$ cat src/rtl/div_unit.sv
// Multi-cycle radix-2 restoring divider for DIV/DIVU: quotient to LO, remainder to HI, stalls ex while busy.
// Optional DIV_BYZERO_TRAP_EN: adds div_zero_out and an all-ones quotient / dividend remainder on divide-by-zero.
//
// state | meaning
// ------+-----------------------------------------------------------
// IDLE  | waiting for an accepted start
// ZERO  | divisor was zero, load the divide-by-zero result
// ON    | one restoring step per cycle, DATA_WIDTH steps
// END   | signed fix-up, register results, pulse ready_out
module div_unit #(
    parameter int DATA_WIDTH = 32,
    parameter int CNT_WIDTH  = 6
) (
    input  logic                  clk,
    input  logic                  rst_n,
    input  logic                  start_in,
    input  logic                  signed_in,
    input  logic                  annul_in,
    input  logic [DATA_WIDTH-1:0] dividend_in,
    input  logic [DATA_WIDTH-1:0] divisor_in,
    output logic [DATA_WIDTH-1:0] quotient_out,
    output logic [DATA_WIDTH-1:0] remainder_out,
    output logic                  ready_out,
`ifdef DIV_BYZERO_TRAP_EN
    output logic                  div_zero_out,
`endif
    output logic                  busy_out
);

    localparam logic [1:0] ST_IDLE = 2'd0;
    localparam logic [1:0] ST_ZERO = 2'd1;
    localparam logic [1:0] ST_ON   = 2'd2;
    localparam logic [1:0] ST_END  = 2'd3;

    localparam logic [CNT_WIDTH-1:0] LAST_STEP = CNT_WIDTH'(DATA_WIDTH - 1);

    logic [1:0]            state;
    logic [CNT_WIDTH-1:0]  counter;
    logic [DATA_WIDTH-1:0] q_reg;
    logic [DATA_WIDTH-1:0] rem_reg;
    logic [DATA_WIDTH-1:0] dsr_reg;
    logic                  neg_q;
    logic                  neg_r;
    logic                  accept;
    logic [DATA_WIDTH:0]   shifted;
    logic [DATA_WIDTH:0]   diff;
    logic [DATA_WIDTH-1:0] dvd_mag;
    logic [DATA_WIDTH-1:0] dsr_mag;
`ifdef DIV_BYZERO_TRAP_EN
    logic                  zero_flag;
`endif

    assign accept   = (state == ST_IDLE) & start_in & ~annul_in & ~ready_out;
    assign busy_out = accept | (state != ST_IDLE);

    assign dvd_mag = (signed_in && dividend_in[DATA_WIDTH-1]) ? -dividend_in : dividend_in;
    assign dsr_mag = (signed_in && divisor_in[DATA_WIDTH-1])  ? -divisor_in  : divisor_in;

    // Partial remainder is DATA_WIDTH+1 bits; the borrow of the trial subtract decides the quotient bit.
    assign shifted = {rem_reg, q_reg[DATA_WIDTH-1]};
    assign diff    = shifted - {1'b0, dsr_reg};

    always_ff @(posedge clk or negedge rst_n) begin
        if (!rst_n) begin
            state         <= ST_IDLE;
            counter       <= '0;
            q_reg         <= '0;
            rem_reg       <= '0;
            dsr_reg       <= '0;
            neg_q         <= 1'b0;
            neg_r         <= 1'b0;
            quotient_out  <= '0;
            remainder_out <= '0;
            ready_out     <= 1'b0;
`ifdef DIV_BYZERO_TRAP_EN
            zero_flag     <= 1'b0;
            div_zero_out  <= 1'b0;
`endif
        end else begin
            ready_out <= 1'b0;
            case (state)
                ST_IDLE: begin
                    if (accept) begin
                        counter <= '0;
                        rem_reg <= '0;
                        dsr_reg <= dsr_mag;
`ifdef DIV_BYZERO_TRAP_EN
                        div_zero_out <= 1'b0;
                        zero_flag    <= (divisor_in == '0);
`endif
                        if (divisor_in == '0) begin
                            // raw dividend kept so the trap result can return it unmodified
                            q_reg <= dividend_in;
                            neg_q <= 1'b0;
                            neg_r <= 1'b0;
                            state <= ST_ZERO;
                        end else begin
                            q_reg <= dvd_mag;
                            neg_q <= signed_in & (dividend_in[DATA_WIDTH-1] ^ divisor_in[DATA_WIDTH-1]);
                            neg_r <= signed_in & dividend_in[DATA_WIDTH-1];
                            state <= ST_ON;
                        end
                    end
                end
                ST_ON: begin
                    if (annul_in) begin
                        state <= ST_IDLE;
                    end else begin
                        rem_reg <= diff[DATA_WIDTH] ? shifted[DATA_WIDTH-1:0] : diff[DATA_WIDTH-1:0];
                        q_reg   <= {q_reg[DATA_WIDTH-2:0], ~diff[DATA_WIDTH]};
                        counter <= counter + 1'b1;
                        if (counter == LAST_STEP) begin
                            state <= ST_END;
                        end
                    end
                end
                ST_ZERO: begin
                    if (annul_in) begin
                        state <= ST_IDLE;
                    end else begin
`ifdef DIV_BYZERO_TRAP_EN
                        rem_reg <= q_reg;
                        q_reg   <= '1;
`else
                        rem_reg <= '0;
                        q_reg   <= '0;
`endif
                        state <= ST_END;
                    end
                end
                default: begin
                    if (!annul_in) begin
                        quotient_out  <= neg_q ? -q_reg : q_reg;
                        remainder_out <= neg_r ? -rem_reg : rem_reg;
                        ready_out     <= 1'b1;
`ifdef DIV_BYZERO_TRAP_EN
                        div_zero_out  <= zero_flag;
`endif
                    end
                    state <= ST_IDLE;
                end
            endcase
        end
    end

endmodule

$ cat config.mk
export PLATFORM = sky130hd
export DESIGN_NAME = div_unit
export DESIGN_NICKNAME = d
export VERILOG_FILES = /design/src/rtl/div_unit.sv
export SDC_FILE = /design/constraint.sdc
export NUM_CORES = 1
export LEC_CHECK = 0
export ABC_AREA = 1
export ABC_CLOCK_PERIOD_IN_PS = 2300
export BUFFER_PORTS_ARGS = -buffer_cell sky130_fd_sc_hd__buf_2
export CAP_MARGIN = 15
export CELL_PAD_IN_SITES_DETAIL_PLACEMENT = 0
export CELL_PAD_IN_SITES_GLOBAL_PLACEMENT = 1
export CORE_MARGIN = 3
export CORE_UTILIZATION = 39
export CTS_BUF_LIST = sky130_fd_sc_hd__clkbuf_16
export DETAILED_ROUTE_END_ITERATION = 10
export PLACE_DENSITY_LB_ADDON = 0.1
export SETUP_SLACK_MARGIN = 0.1
export SLEW_MARGIN = 20
export SYNTH_ARGS = -nofsm -noshare
export SYNTH_HDL_FRONTEND = slang
export SYNTH_SLANG_ARGS = --single-unit
$ cat constraint.sdc
create_clock -name clk -period 2.3 [get_ports clk]
set_input_delay 0.115 -clock clk [delete_from_list [all_inputs] [get_ports clk]]
set_output_delay 0.115 -clock clk [all_outputs]
set_load 0.02 [all_outputs]
==> flow_summary.toml, run 1 <==
[status]
status = "finished clean"

[sta]
relSlewSlack = 0.5689
fmaxAchievable_ghz = 0.4472
rsz0062_at_grt = "yes"
worst_slew_pin_slew_ns = 0.6411
layout_setup_ws_ns = 0.06384
finalMaxSlewViolations = 0
clock_skew_ns = 0.01643
min_period_ns = 2.236
finalSetupViolCount = 0
min_period_over_period = 0.9722
setup_tns_ns = 0
finalHoldViolations = 0

[worst_setup_path]
cp_slowest_cell = "dfrtp_1"
critPathMaxFanout = 7
path_buf_inv = 2
ff2ff_setup_slack_ns = 0.06
crit_path_end_kind = "register"
start_kind = "register"
critPathKind = "register to register"
crit_family = "simple AND/OR/NAND/NOR gates"
timing.critical_path.required_ns = 2.65
crit_chain = "ha_4, nand2_1, inv_1, nand2_2, buf_4, nor2_2, nand2_2, nand2_4, nand2_4, nand2_4, nand2_8, nand2_8, nand2_2, nand3_2, nand2_1"
cp_slowest_stage_delay_ns = 0.44
arrival_ns = 2.58

[floorplanning]
die_h_um = 191.4
fp-row-count = 67
core_area_sq_um = 33700
start_util = 0.3976
die_area_sq_um = 36620
ioPinCount = 135
fp.dieW_um = 191.4

[pwr]
internal_power_mw = 9.993
leakage_nw = 9.300
max-vdd-ir-drop_uv = 726.8
power_density_nw_per_um2 = 1132
p_comb_frac = 0.578
power_frac_clock = 0.159
switching_share = 0.4881
p_sw_mw = 9.529
p_seq_frac = 0.262

[clock_network]
clkTransAtPathRegs_ns = 0.07
cts_buffers = 17
cts_tree = "done"
root_buffer = "clkbuf_16"
clock-sinks = 171
clock_latency_ns = 0.46
cts_max_path_buffers = 2
htreeDepth = 4

[final_layout]
layoutNonFillerInstCount = 2797
nets = 2448
fillers = 3486
final_area_sq_um = 17250
area_growth_pct = 28.70
final_layout_size_suffix_gt1_frac = 0.2261
diodes = 0

[yosys]
ys_warn_count = 0
async_flop_share = 1.000
synth_mux_area_frac = 0
ys.flop_type = "dfrtp_1"
synth-seq-cells = 171
synth_xor_area_frac = 0.04575
synth-simple-area-share = 0.3797
synth_cells = 2091
syn_area_sq_um = 13400
synth_compound_area_frac = 0.1073
synth_edf_count = 0
seq_area_frac_synth = 0.3193
synth_fa_ha_area_frac = 0.04071
synth_nets = 2203
syn_avg_cell_area_sq_um = 6.409
ys_types = 51
synth_top_family_by_area = "simple AND/OR/NAND/NOR gates"

[job]
maxCapViolCount = 0

[place]
io_buffers = 134
gp_congestion = 0.9176
placed_area_sq_um = 15380
dp_slack_ns = -0.01680
hpwl_mm = 37.79
dp_cells = 2733

[grt]
gr-total-overflow = 0
first_global_vias = 12797
grt_max_degree = 48
grt_util_all_layers = 0.2589
antenna_found_initial = 1
grt_pass1_wl_mm = 72.76

[detailed_routing]
vias = 14159
via_per_inst = 5.062
wl_mm = 48.28
drt_iter0_markers = 1080
first_pass_iters = 5
antenna_left = 0
drc_errors = 0
wire_per_inst_um = 17.26

[worst_hold_path]
hold_path.class = "primary input to register"
-- power groups by stage --
stage | sequential (mW) | clock (mW) | combinational, mW
3_5_place_dp | 5.12 | 0 | 10.3
6_report | 5.12 | 3.11 | 11.3
4_1_cts | 5.09 | 3.17 | 10.6
2_1_floorplan | 5.50 | 0 | 5.77
5_1_grt | 5.26 | 3.28 | 12.4
3_3_place_gp | 5.08 | 0 | 10.2
-- layout make-up --
class	count	area, sq um	area share
Clock inverter	15	188.9	0.01095
Inverter	306	1156	0.06703
Timing Repair Buffer	283	2019	0.1171
Tap cell	448	560.5	0.03250
Sequential cell	171	4290	0.2488
Multi-Input combinational cell	1557	8606	0.4990
Clock buffer	17	425.4	0.02467
-- tightest hold or removal path: stages --
cell and delay (ns):
buf_2 0.11, xnor2_1 0.13, o21ai_0 0.07
-- layout by cell type, fill, tap and decap left out, types with 53 or more instances in the layout --
cell,Yosys,routed
a21oi_1,71,64
buf_2,16,133
buf_4,4,119
dfrtp_1,171,162
inv_1,300,278
nand2_1,682,641
nand3_1,229,196
nor2_1,160,145
o21ai_0,104,102
xor2_1,54,53
-- Yosys cell counts, types with 6 or more instances --
cell type	n	area, sq um
a21boi_1	27	202.7
a21oi_1	71	355.3
a31oi_1	9	56.30
buf_2	16	80.08
clkbuf_1	32	120.1
dfrtp_1	171	4279
ha_1	42	525.5
inv_1	300	1126
nand2_1	682	2560
nand2_2	17	106.4
nand3_1	229	1146
nand4_1	31	193.9
nor2_1	160	600.6
nor2_2	11	68.82
nor3_1	25	125.1
o21ai_0	104	520.5
o21bai_1	6	45.04
o31ai_1	7	52.55
or2_2	9	56.30
xnor2_1	16	140.1
xor2_1	54	473.0
-- cells by family after synthesis --
family | Yosys count
xor gates and xnor gates | 70
AOI/OAI and AO/OA | 251
adders and majority gates | 43
buffers and inverters | 366
and+or+nand+nor | 1190
DFF | 171
-- path summary, 6_finish.rpt --
| path | startpoint | end | depth (start not counted) |
|---|---|---|---|
| setup / recovery | rem_reg[14]$_DFFE_PN0P_ | rem_reg[30]$_DFFE_PN0P_ | 15 |
| hold reg to reg | dsr_reg[30]$_DFFE_PN0P_ | dsr_reg[30]$_DFFE_PN0P_ | 2 |
| max in group asynchronous | rst_n | dsr_reg[22]$_DFFE_PN0P_ | 3 |
| setup reg to reg | rem_reg[14]$_DFFE_PN0P_ | rem_reg[30]$_DFFE_PN0P_ | 15 |
| min in group asynchronous | rst_n | rem_reg[9]$_DFFE_PN0P_ | 2 |
| hold / removal | divisor_in[7] | dsr_reg[7]$_DFFE_PN0P_ | 3 |
-- routing by layer --
| layer | up-vias | share of wire | GRT usage |
|---|---|---|---|
| met2 | 421 | 0.41 | 0.3666 |
| met4 | 2 | 0.015 | 0.05814 |
| li1 | 7138 | - | - |
| met3 | 39 | 0.072 | 0.04988 |
| met5 | - | 0.00021 | 0 |
| met1 | 6559 | 0.50 | 0.4026 |
-- through the flow --
step,utilization,hold slack (ns),total power [mW]
after floorplan,-,-0.1806,11.26
after global placement,0.4563,0.1088,15.32
after detailed placement,0.4563,0.1209,15.39
after CTS,0.4880,0.003840,18.82
after global routing,0.5118,0.03608,20.96
final,0.5118,0.01343,19.52
-- what timing repair did --
action	CTS	global route
pin swaps	4	40
setup endpoints to repair	34	75
buffers inserted	4	10
gates resized for setup	43	160
endpoints found under the hold margin	54	0
hold buffers	12	0
gates cloned	3	3
(Power assumes the default switching activity.)
==> run 2: changes to the inputs <==
ABC_AREA = unset   (was 1)
CORE_UTILIZATION = 41   (was 39)
==> run 2 against run 1 <==
Compared with the run above:
- the run now ends with negative setup slack left
- combinational power grew 96%
- global-route usage shrank 3.3 points
- clock power down 3%
- clock skew is 0.0013 ns lower
- worst hold slack improved by 0.0029 ns
- largest cell class unchanged
==> flow_summary.toml, run 2 <==
[yosys]
synth_edf_count = 0
syn_area_sq_um = 11320
synthTopCellsByArea = "dfrtp_1, o21ai_0, xor2_1"
synth.most_common_cell = "nand2_1"
seq_area_frac_synth = 0.3781
synth_cells = 1334
async_flop_share = 1.000
syn_avg_cell_area_sq_um = 8.485
synth-seq-cells = 171
synth_top_area_share = 0.3781
synth_nets = 1446
ys_warn_count = 0
ys.flop_type = "dfrtp_1"
ys_types = 71
synth_top_area_cell = "dfrtp_1"
synth_commonest_cells = "nand2_1, o21ai_0, dfrtp_1"

[worst_setup_path]
start_kind = "register"
crit_path_end_kind = "register"
path_buf_inv = 0
cp_slowest_stage_delay_ns = 0.53
crit_chain = "or4_4, or4_4, or2_1, or3_4, or4_4, o31ai_4, xor2_1, o21ai_1"
crit_family = "simple AND/OR/NAND/NOR gates"
critPathKind = "register to register"
critPathMaxFanout = 4
r2r_start = "q_reg[14]$_DFFE_PN0P_"
path_common_cell = "or4_4"
r2r-end = "quotient_out[28]$_DFFE_PN0P_"
timing.critical_path.required_ns = 2.62
ff2ff_setup_slack_ns = -0.73
arrival_ns = 3.35
cp_slowest_cell = "or4_4"
reg2reg_depth = 8

[final_layout]
nets = 1830
final_cell_mix = "buf_4, nand2_1, dfrtp_1, buf_2, o21ai_0"
layoutNonFillerInstCount = 2074
final_layout_size_suffix_gt1_frac = 0.3177
final_common_cell = "buf_4"
area_growth_pct = 38.92

[clock_network]
clock_latency_ns = 0.45
cts_buffers = 17
cts_max_path_buffers = 2
clkTransAtPathRegs_ns = 0.07
root_buffer = "clkbuf_16"
cts_tree = "done"
clock-sinks = 171
htreeDepth = 4

[sta]
finalMaxSlewViolations = 0
finalHoldViolations = 0
worst_slew_pin_slew_ns = 0.8537
min_period_over_period = 1.317
fmaxAchievable_ghz = 0.3301
hold-worst-slack_ns = 0.01631
finalSetupViolCount = 54
clock_skew_ns = 0.01517
setup_tns_ns = -29.26
relSlewSlack = 0.4309
min_period_ns = 3.029
layout_setup_ws_ns = -0.7293
rsz0062_at_grt = "yes"

[worst_hold_path]
holdPathStages = 3
hold_end = "dsr_reg[31]$_DFFE_PN0P_"
hold_path.class = "primary input to register"
hp-start = "divisor_in[31]"

[status]
status = "complete, but fails checks"
failed_checks = "negative setup slack"

[detailed_routing]
wl_mm = 33.36
first_pass_iters = 4
wire_per_inst_um = 16.08
via_per_inst = 5.207
drc_errors = 0
drt_iter0_markers = 644
antenna_left = 0
vias = 10799

[grt]
antenna_found_initial = 2
grt_util_all_layers = 0.2256
gr-total-overflow = 0
grt_pass1_wl_mm = 53.06
first_global_vias = 10110
grt_max_degree = 65

[pwr]
p_seq_frac = 0.171
switching_share = 0.4482
total_power_mw = 30.47
power_density_nw_per_um2 = 1938
p_comb_frac = 0.729
internal_power_mw = 16.81
power_frac_clock = 0.099
leakage_nw = 7.329
max-vdd-ir-drop_uv = 1278
p_sw_mw = 13.65

[floorplanning]
fp-row-count = 60
core_area_sq_um = 27030
fp.dieW_um = 172.2
die_area_sq_um = 29640
ioPinCount = 135
die_h_um = 172.2
start_util = 0.4188

[place]
hpwl_mm = 26.03
dp_cells = 2018
gp_congestion = 0.9220
io_buffers = 134

[job]
maxCapViolCount = 0
-- run 2: final cells by class --
type,count,area (sq um)
fillers,2516,11300
multi-input cells,1047,7121
flip-flops and latches,171,4279
repair buffers,429,3077
well taps,341,426.7
clock buffers,17,425.4
clock inverters,15,195.2
inverters,52,195.2
diodes,2,5.005
-- run 2: timing repair --
item	in CTS	in global routing
buffers inserted	18	9
cloned	2	0
hold buffers	2	0
setup endpoints to repair	61	89
gates resized for setup	54	41
endpoints found under the hold margin	55	0
pin swaps	30	28
-- run 2: layer usage --
metal	part of all wire	vias up	GRT usage	wire length (um)
met5	0.00021	-	0	7
met4	0.0087	2	0.04165	289
met3	0.050	22	0.03292	1671
met2	0.40	246	0.3175	13290
met1	0.54	5027	0.3661	18100
li1	-	5502	-	-
-- run 2: worst max path at each step --
stage,from,slack (ns),end,depth (start not counted)
floorplan,q_reg[31]$_DFFE_PN0P_,-0.71,rem_reg[3]$_DFFE_PN0P_,13
global placement,q_reg[14]$_DFFE_PN0P_,-0.74,quotient_out[26]$_DFFE_PN0P_,8
detailed placement,q_reg[14]$_DFFE_PN0P_,-0.77,quotient_out[26]$_DFFE_PN0P_,8
CTS,q_reg[14]$_DFFE_PN0P_,-0.74,quotient_out[28]$_DFFE_PN0P_,8
global route,q_reg[14]$_DFFE_PN0P_,-0.86,quotient_out[28]$_DFFE_PN0P_,8
finish,q_reg[14]$_DFFE_PN0P_,-0.73,quotient_out[28]$_DFFE_PN0P_,8
-- run 2: worst register-to-register path, stage by stage, from the launching register on --
cell	delay, ns
dfrtp_1	0.38
or4_4	0.53
or4_4	0.43
or2_1	0.24
or3_4	0.37
or4_4	0.49
o31ai_4	0.24
xor2_1	0.16
o21ai_1	0.07
-- run 2: cells by family after synthesis --
kind of cell,count (synthesis),share of synthesized area
simple gates,457,0.1927
compound gates,367,0.1940
flops,171,0.3781
xor+xnor,147,0.1144
mux,33,0.02929
buf+inv,116,0.04333
fa+ha+maj,43,0.04820
-- run 2: power groups by stage --
stage | Combinational (mW) | Clock [mW] | Sequential (mW)
after global routing | 24.3 | 3.20 | 5.38
after detailed placement | 19.5 | 0 | 5.24
after floorplan | 10.9 | 0 | 5.77
after CTS | 22.2 | 3.09 | 5.19
final | 22.2 | 3.03 | 5.22
after global placement | 19.2 | 0 | 5.18
-- run 2: through the flow --
| stage | setup slack [ns] | utilization | instance area (sq um) |
|---|---|---|---|
| global route | -0.8570 | 0.5816 | 15720 |
| global placement | -0.7412 | 0.5362 | 14490 |
| CTS | -0.7359 | 0.5744 | 15520 |
| floorplan | -0.7087 | - | 11540 |
| finish | -0.7293 | 0.5818 | 15720 |
| detailed placement | -0.7705 | 0.5362 | 14490 |
